===== config.mk =====
export PLATFORM = sky130hd
export DESIGN_NAME = ds_time_sequencer
export DESIGN_NICKNAME = d
export VERILOG_FILES = /design/src/rtl/ds_pkg.sv /design/src/rtl/ds_cycle_timer.sv /design/src/rtl/ds_time_sequencer.sv
export SDC_FILE = /design/constraint.sdc
export NUM_CORES = 1
export LEC_CHECK = 0
export BUFFER_PORTS_ARGS = -buffer_cell sky130_fd_sc_hd__buf_2
export CAP_MARGIN = 10
export CORE_MARGIN = 2
export CORE_UTILIZATION = 57
export DETAILED_ROUTE_END_ITERATION = 6
export MAX_ROUTING_LAYER = met4
export PLACE_DENSITY = 0.75
export SYNTH_ARGS = -nofsm -noshare
export SYNTH_HDL_FRONTEND = slang
export SYNTH_SLANG_ARGS = --single-unit
export TNS_END_PERCENT = 10

===== constraint.sdc =====
create_clock -name clk -period 2.6 [get_ports clk]
set_clock_uncertainty 0.1 [all_clocks]
set_input_delay 0.52 -clock clk [delete_from_list [all_inputs] [get_ports clk]]
set_output_delay 0.52 -clock clk [all_outputs]
set_load 0.05 [all_outputs]

===== src/rtl/ds_pkg.sv =====
`default_nettype none
// ============================================================================
// Module   : ds_pkg
// Brief    : Command codes, BCD masks, state encoding and sequencing helpers
//            for the DS1302 time sequencer.
// Revision : 1.0 - initial release
// ============================================================================
package ds_pkg;

    localparam logic [7:0] CMD_NONE      = 8'h00;
    localparam logic [7:0] CMD_WR_UNPROT = 8'h80;
    localparam logic [7:0] CMD_WR_HR     = 8'h40;
    localparam logic [7:0] CMD_WR_MIN    = 8'h20;
    localparam logic [7:0] CMD_WR_SEC    = 8'h10;
    localparam logic [7:0] CMD_WR_PROT   = 8'h08;
    localparam logic [7:0] CMD_RD_HR     = 8'h04;
    localparam logic [7:0] CMD_RD_MIN    = 8'h02;
    localparam logic [7:0] CMD_RD_SEC    = 8'h01;

    localparam logic [7:0] MASK_HOUR     = 8'h3F;
    localparam logic [7:0] MASK_MIN_SEC  = 8'h7F;

    localparam int         ST_W          = 4;
    localparam logic [3:0] ST_BOOT       = 4'd0;
    localparam logic [3:0] ST_INIT_UNP   = 4'd1;
    localparam logic [3:0] ST_INIT_HR    = 4'd2;
    localparam logic [3:0] ST_INIT_MIN   = 4'd3;
    localparam logic [3:0] ST_INIT_SEC   = 4'd4;
    localparam logic [3:0] ST_INIT_PROT  = 4'd5;
    localparam logic [3:0] ST_RD_HR      = 4'd6;
    localparam logic [3:0] ST_RD_MIN     = 4'd7;
    localparam logic [3:0] ST_RD_SEC     = 4'd8;
    localparam logic [3:0] ST_WAIT       = 4'd9;

    localparam logic       PH_ISSUE      = 1'b0;
    localparam logic       PH_GAP        = 1'b1;

    function automatic logic [7:0] cmd_for_state(input logic [3:0] st);
        case (st)
            ST_INIT_UNP:  cmd_for_state = CMD_WR_UNPROT;
            ST_INIT_HR:   cmd_for_state = CMD_WR_HR;
            ST_INIT_MIN:  cmd_for_state = CMD_WR_MIN;
            ST_INIT_SEC:  cmd_for_state = CMD_WR_SEC;
            ST_INIT_PROT: cmd_for_state = CMD_WR_PROT;
            ST_RD_HR:     cmd_for_state = CMD_RD_HR;
            ST_RD_MIN:    cmd_for_state = CMD_RD_MIN;
            ST_RD_SEC:    cmd_for_state = CMD_RD_SEC;
            default:      cmd_for_state = CMD_NONE;
        endcase
    endfunction

    // Successor after a command completes normally; RD_SEC is resolved by the caller.
    function automatic logic [3:0] seq_next(input logic [3:0] st);
        case (st)
            ST_INIT_UNP:  seq_next = ST_INIT_HR;
            ST_INIT_HR:   seq_next = ST_INIT_MIN;
            ST_INIT_MIN:  seq_next = ST_INIT_SEC;
            ST_INIT_SEC:  seq_next = ST_INIT_PROT;
            ST_INIT_PROT: seq_next = ST_RD_HR;
            ST_RD_HR:     seq_next = ST_RD_MIN;
            ST_RD_MIN:    seq_next = ST_RD_SEC;
            default:      seq_next = ST_WAIT;
        endcase
    endfunction

endpackage
`default_nettype wire


===== src/rtl/ds_cycle_timer.sv =====
`default_nettype none
// ============================================================================
// Module   : ds_cycle_timer
// Brief    : Up-counter 0..MAX_COUNT-1 with synchronous clear; holds and flags
//            terminal count until cleared.
// Revision : 1.0 - initial release
// ============================================================================
module ds_cycle_timer #(
    parameter int MAX_COUNT = 2
) (
    input  logic clk,
    input  logic rst,
    input  logic i_clr,
    input  logic i_en,
    output logic o_tc
);

    localparam int             c_w    = $clog2(MAX_COUNT);
    localparam logic [c_w-1:0] c_last = c_w'(MAX_COUNT - 1);

    logic [c_w-1:0] r_cnt;

    always_ff @(posedge clk) begin
        if (rst || i_clr) begin
            r_cnt <= '0;
        end else if (i_en && !o_tc) begin
            r_cnt <= r_cnt + c_w'(1);
        end
    end

    assign o_tc = (r_cnt == c_last);

endmodule
`default_nettype wire


===== src/rtl/ds_time_sequencer.sv =====
`default_nettype none
// ============================================================================
// Module   : ds_time_sequencer
// Brief    : Issues DS1302 one-hot commands, polls hh:mm:ss into BCD registers.
//            Optional DS_INIT_WRITE_EN macro enables the boot clock-set sequence.
// Revision : 1.0 - initial release
// ============================================================================
module ds_time_sequencer
    import ds_pkg::*;
#(
    parameter int POLL_CYCLES    = 50_000_000,
    parameter int TIMEOUT_CYCLES = 1_000_000,
    parameter int GAP_CYCLES     = 2
) (
    input  logic       clk,
    input  logic       rst,
    output logic [7:0] cmd,
    input  logic       cmd_done,
    input  logic [7:0] rd_data,
    input  logic       refresh_req,
    output logic [7:0] hour,
    output logic [7:0] minute,
    output logic [7:0] second,
    output logic       time_valid,
    output logic       busy,
    output logic       err_timeout
);

    localparam int                 c_gap_w    = (GAP_CYCLES > 1) ? $clog2(GAP_CYCLES) : 1;
    localparam logic [c_gap_w-1:0] c_gap_last = c_gap_w'(GAP_CYCLES - 1);
`ifdef DS_INIT_WRITE_EN
    localparam logic [ST_W-1:0]    c_first_st = ST_INIT_UNP;
`else
    localparam logic [ST_W-1:0]    c_first_st = ST_RD_HR;
`endif

    logic [ST_W-1:0]    r_state;
    logic               r_phase;
    logic [c_gap_w-1:0] r_gap_cnt;
    logic [7:0]         r_cmd;
    logic [7:0]         r_hour;
    logic [7:0]         r_minute;
    logic [7:0]         r_second;
    logic               r_time_valid;
    logic               r_err_timeout;
    logic               r_pending;

    logic               w_in_issue;
    logic               w_pend_now;
    logic               w_poll_tc;
    logic               w_timeout_tc;
    logic [ST_W-1:0]    w_after_gap;

    assign w_in_issue  = (r_phase == PH_ISSUE) && (r_state != ST_BOOT) && (r_state != ST_WAIT);
    assign w_pend_now  = r_pending | refresh_req;
    assign w_after_gap = (r_state == ST_RD_SEC) ? (w_pend_now ? ST_RD_HR : ST_WAIT)
                                                : seq_next(r_state);

    ds_cycle_timer #(.MAX_COUNT(POLL_CYCLES)) u_poll_timer (
        .clk   (clk),
        .rst   (rst),
        .i_clr (r_state != ST_WAIT),
        .i_en  (1'b1),
        .o_tc  (w_poll_tc)
    );

    ds_cycle_timer #(.MAX_COUNT(TIMEOUT_CYCLES)) u_timeout_timer (
        .clk   (clk),
        .rst   (rst),
        .i_clr (!w_in_issue),
        .i_en  (1'b1),
        .o_tc  (w_timeout_tc)
    );

    always_ff @(posedge clk) begin
        if (rst) begin
            r_state       <= ST_BOOT;
            r_phase       <= PH_ISSUE;
            r_gap_cnt     <= '0;
            r_cmd         <= CMD_NONE;
            r_hour        <= 8'h00;
            r_minute      <= 8'h00;
            r_second      <= 8'h00;
            r_time_valid  <= 1'b0;
            r_err_timeout <= 1'b0;
            r_pending     <= 1'b0;
        end else begin
            r_time_valid <= 1'b0;
            // Requests outside WAIT collapse into one pending burst.
            if (refresh_req && (r_state != ST_WAIT)) begin
                r_pending <= 1'b1;
            end
            case (r_state)
                ST_BOOT: begin
                    r_state <= c_first_st;
                    r_phase <= PH_ISSUE;
                    r_cmd   <= cmd_for_state(c_first_st);
                end
                ST_WAIT: begin
                    if (w_pend_now || w_poll_tc) begin
                        r_state   <= ST_RD_HR;
                        r_phase   <= PH_ISSUE;
                        r_cmd     <= CMD_RD_HR;
                        r_pending <= 1'b0;
                    end
                end
                default: begin
                    if (r_phase == PH_ISSUE) begin
                        if (cmd_done) begin
                            r_cmd     <= CMD_NONE;
                            r_phase   <= PH_GAP;
                            r_gap_cnt <= '0;
                            if (r_state == ST_RD_HR) begin
                                r_hour <= rd_data & MASK_HOUR;
                            end else if (r_state == ST_RD_MIN) begin
                                r_minute <= rd_data & MASK_MIN_SEC;
                            end else if (r_state == ST_RD_SEC) begin
                                r_second     <= rd_data & MASK_MIN_SEC;
                                r_time_valid <= 1'b1;
                            end
                        end else if (w_timeout_tc) begin
                            r_cmd         <= CMD_NONE;
                            r_err_timeout <= 1'b1;
                            r_state       <= ST_WAIT;
                        end
                    end else if (r_gap_cnt == c_gap_last) begin
                        r_state <= w_after_gap;
                        r_phase <= PH_ISSUE;
                        r_cmd   <= cmd_for_state(w_after_gap);
                        if ((r_state == ST_RD_SEC) && w_pend_now) begin
                            r_pending <= 1'b0;
                        end
                    end else begin
                        r_gap_cnt <= r_gap_cnt + c_gap_w'(1);
                    end
                end
            endcase
        end
    end

    assign cmd         = r_cmd;
    assign hour        = r_hour;
    assign minute      = r_minute;
    assign second      = r_second;
    assign time_valid  = r_time_valid;
    assign err_timeout = r_err_timeout;
    assign busy        = (r_state != ST_WAIT) && (r_state != ST_BOOT);

endmodule
`default_nettype wire

==> metrics.yaml <==
die_w_um: 85.6
grt-ovfl-total: 0
grt_first_pass_wirelength_mm: 12.9
cts_root_buf: "clkbuf_8"
grt-busiest-layer: "met2"
min_to: "second[6]$_SDFFE_PP0P_"
wire_per_inst_um: 13.5
synth_ff_type: "dfxtp_1"
clk_latency_ps: 350
synth_area_mm2: 0.00379
drt_wl_total_mm: 7.45
syn2layout_area_growth_pct: 13.5
critPathCaptureType: "output port"
core-area_mm2: 0.00639
hold_viol_final: 0
fillCellCount: 510
crit_fanout: 10
rrSetupSlack_ps: 290
synth_cell_types: 49
start_util_pct: 59.4
holdPathStages: 3
track_usage_pct: 22.0
io_pins: 47
gr-usage-met1_pct: 27.0
slowest_delay_ps: 410
drv_slew: 0
synthArstFlopShare_pct: 0
design_power_total_uw: 3460
syn-mean-instance-area_um2: 8.82
status: "complete, no violations"
min_period_ps: 2420
worstHoldStart: "rd_data[6]"
grt_max_degree: 27
reg2regPathDepth: 5
rsz0062_at_grt: "no"
grt_pass1_vias: 2898
worst_slack_ps: 181
slowest_stage: "dfxtp_1"
r2r_start: "u_timeout_timer.r_cnt[12]$_SDFFE_PP0P_"
p_per_area_mw_per_mm2: 803
worstSetupPathType: "reg2out"
dp_hpwl_mm: 5.15
cts_hold_buf: 0
die_y_um: 85.6
post_drt_via_cell_ratio: 5.51
first_pass_iters: 4
r2r_end: "cmd[2]$_SDFFE_PP0P_"
vdd_drop_max_mv: 0.646
synth_top_area_cell: "dfxtp_1"
layout_commonest_cell: "dfxtp_1"
dieArea_mm2: 0.00732
clock.fmax_ghz: 0.413
vias: 3037
dr.first_iter.drc_count: 154
cts_resized: 0
synthTopCellsByArea: "dfxtp_1 (44%), nor2_1 (7.7%), mux2i_1 (7.4%), xor2_1 (5.8%), xnor2_1 (3.2%)"
worstPathArrival_ps: 1800
p_leak_uw: 0.00180
cts_setup_buffers: 0
ys_ff_latch: 83
gp_congestion: 0.887
port_buffers: 41
cts_sinks: 83
dp_slack_ps: 279
insertedDiodeCount: 0
htreeDepth: 3
fp-row-count: 29
fin_nets: 483
worst_pin_slew_ps: 882
setup_tns_ps: 0
holdCritPathClass: "in2reg"
clk_path_buf_depth: 2
cts_tree: "done"
met3_usage_pct: 6.93
yosys_warnings: 0
setup_viol_count_final: 0
postSynthCellCount: 430
yosysSeqAreaShare_pct: 43.8
drc: 0
maxCapViolations: 0
drive_gt1_share_pct: 16.0
yosysTopAreaCellShare_pct: 43.8
critical_path_required_ps: 1980
max_slew_margin_pct: 41.2
synth_edf_count: 0
start_kind: "flop"
path_cells: "nor2_1 -> and2_1 -> inv_1 -> buf_2"
cts-buffers-inserted: 9
final_cell_mix: "dfxtp_1 (83), nor2_1 (78), buf_2 (41)"
use_met2_pct: 35.7
postRouteAntennaNets: 0
clk_pin_slew_worst_paths_ps: 90
antenna_found_initial: 0
fin_crit_sh_pct: 93.0
==> layout make-up <==
class	count	area [um2]	area share, %
clock buffer	10	138	3.20
timing repair buffer	49	265	6.16
multi-input combinational	318	2000	46.5
clock inverter	6	111	2.59
sequential	83	1660	38.6
inverter	8	30.0	0.698
tap	77	96.3	2.24
==> state kept, by name, indices dropped and copies added (netlist names) <==
register	flops
second	7
u_timeout_timer.r_cnt	20
u_poll_timer.r_cnt	26
r_gap_cnt	1
hour	6
time_valid	1
minute	7
err_timeout	1
cmd	8
r_pending	1
r_phase	1
r_state	4
==> worst max-delay path by stage <==
stage	to	from	slack, ps	cells after the start
floorplan	cmd[2]$_SDFFE_PP0P_	u_timeout_timer.r_cnt[0]$_SDFFE_PP0P_	470	7
global placement	cmd[6]$_SDFFE_PP0P_	u_timeout_timer.r_cnt[12]$_SDFFE_PP0P_	310	5
detailed placement	cmd[6]$_SDFFE_PP0P_	u_timeout_timer.r_cnt[12]$_SDFFE_PP0P_	280	5
CTS	busy	r_state[2]$_SDFFE_PP0P_	180	4
global route	busy	r_state[2]$_SDFFE_PP0P_	60	4
finish	busy	r_state[2]$_SDFFE_PP0P_	180	4
==> cell usage after synthesis, types with 2 or more instances <==
| cell type | count |
|---|---|
| buf_4 | 5 |
| nand2_1 | 23 |
| nor3b_1 | 3 |
| and3_1 | 9 |
| nor4b_1 | 2 |
| or3_1 | 8 |
| mux2i_1 | 28 |
| nor2b_1 | 6 |
| and4_1 | 3 |
| buf_2 | 2 |
| a21oi_1 | 17 |
| dfxtp_1 | 83 |
| nand2b_1 | 7 |
| and2_1 | 4 |
| nor3_1 | 12 |
| o21ai_0 | 13 |
| nand3_1 | 18 |
| nand4_1 | 14 |
| ha_1 | 2 |
| xor2_1 | 25 |
| a22oi_1 | 2 |
| nor2_1 | 78 |
| xnor2_1 | 14 |
| nor4_1 | 2 |
| a211oi_1 | 3 |
| clkbuf_1 | 16 |
| mux2_2 | 2 |
| inv_1 | 8 |
==> layer usage <==
metal | up-vias | wire length [um]
li1 | 1546 | -
met1 | 1433 | 3410
met2 | 52 | 3670
met3 | 6 | 310
met4 | 0 | 68
met5 | - | 0
==> cell families after synthesis <==
family                     synth area share (%)
and+or+nand+nor                            27.5
DFF                                        43.8
AOI/OAI and AO/OA                          7.19
xor gates and xnor gates                   9.00
buffers and inverters                      3.73
muxes                                      7.98
adders and majority gates                 0.660
other                                    0.0988
==> critical path: cells and delay by family (launching register included) <==
kind                   cells  cell delay, ps
flip-flops                 1             410
AND/OR/NAND/NOR            2             600
buffers and inverters      2             430
==> report_power, final <==
part | switching [uW] | leakage (uW) | total [uW] | internal [uW]
clock network | 461 | 0.000123 | 1130 | 666
registers | 82.2 | 0.000671 | 1420 | 1340
logic | 583 | 0.00100 | 906 | 323
==> metrics by stage <==
| step | instances | util [%] | hold slack [ps] | cell area (um2) |
|---|---|---|---|---|
| after floorplan | 433 | - | 367 | 3800 |
| after global placement | 535 | 63.5 | 359 | 4060 |
| after detailed placement | 535 | 63.5 | 366 | 4060 |
| after CTS | 551 | 67.4 | 317 | 4300 |
| after global routing | 551 | 67.4 | 336 | 4300 |
| final | 551 | 67.4 | 328 | 4300 |
(Power assumes the default switching activity.)
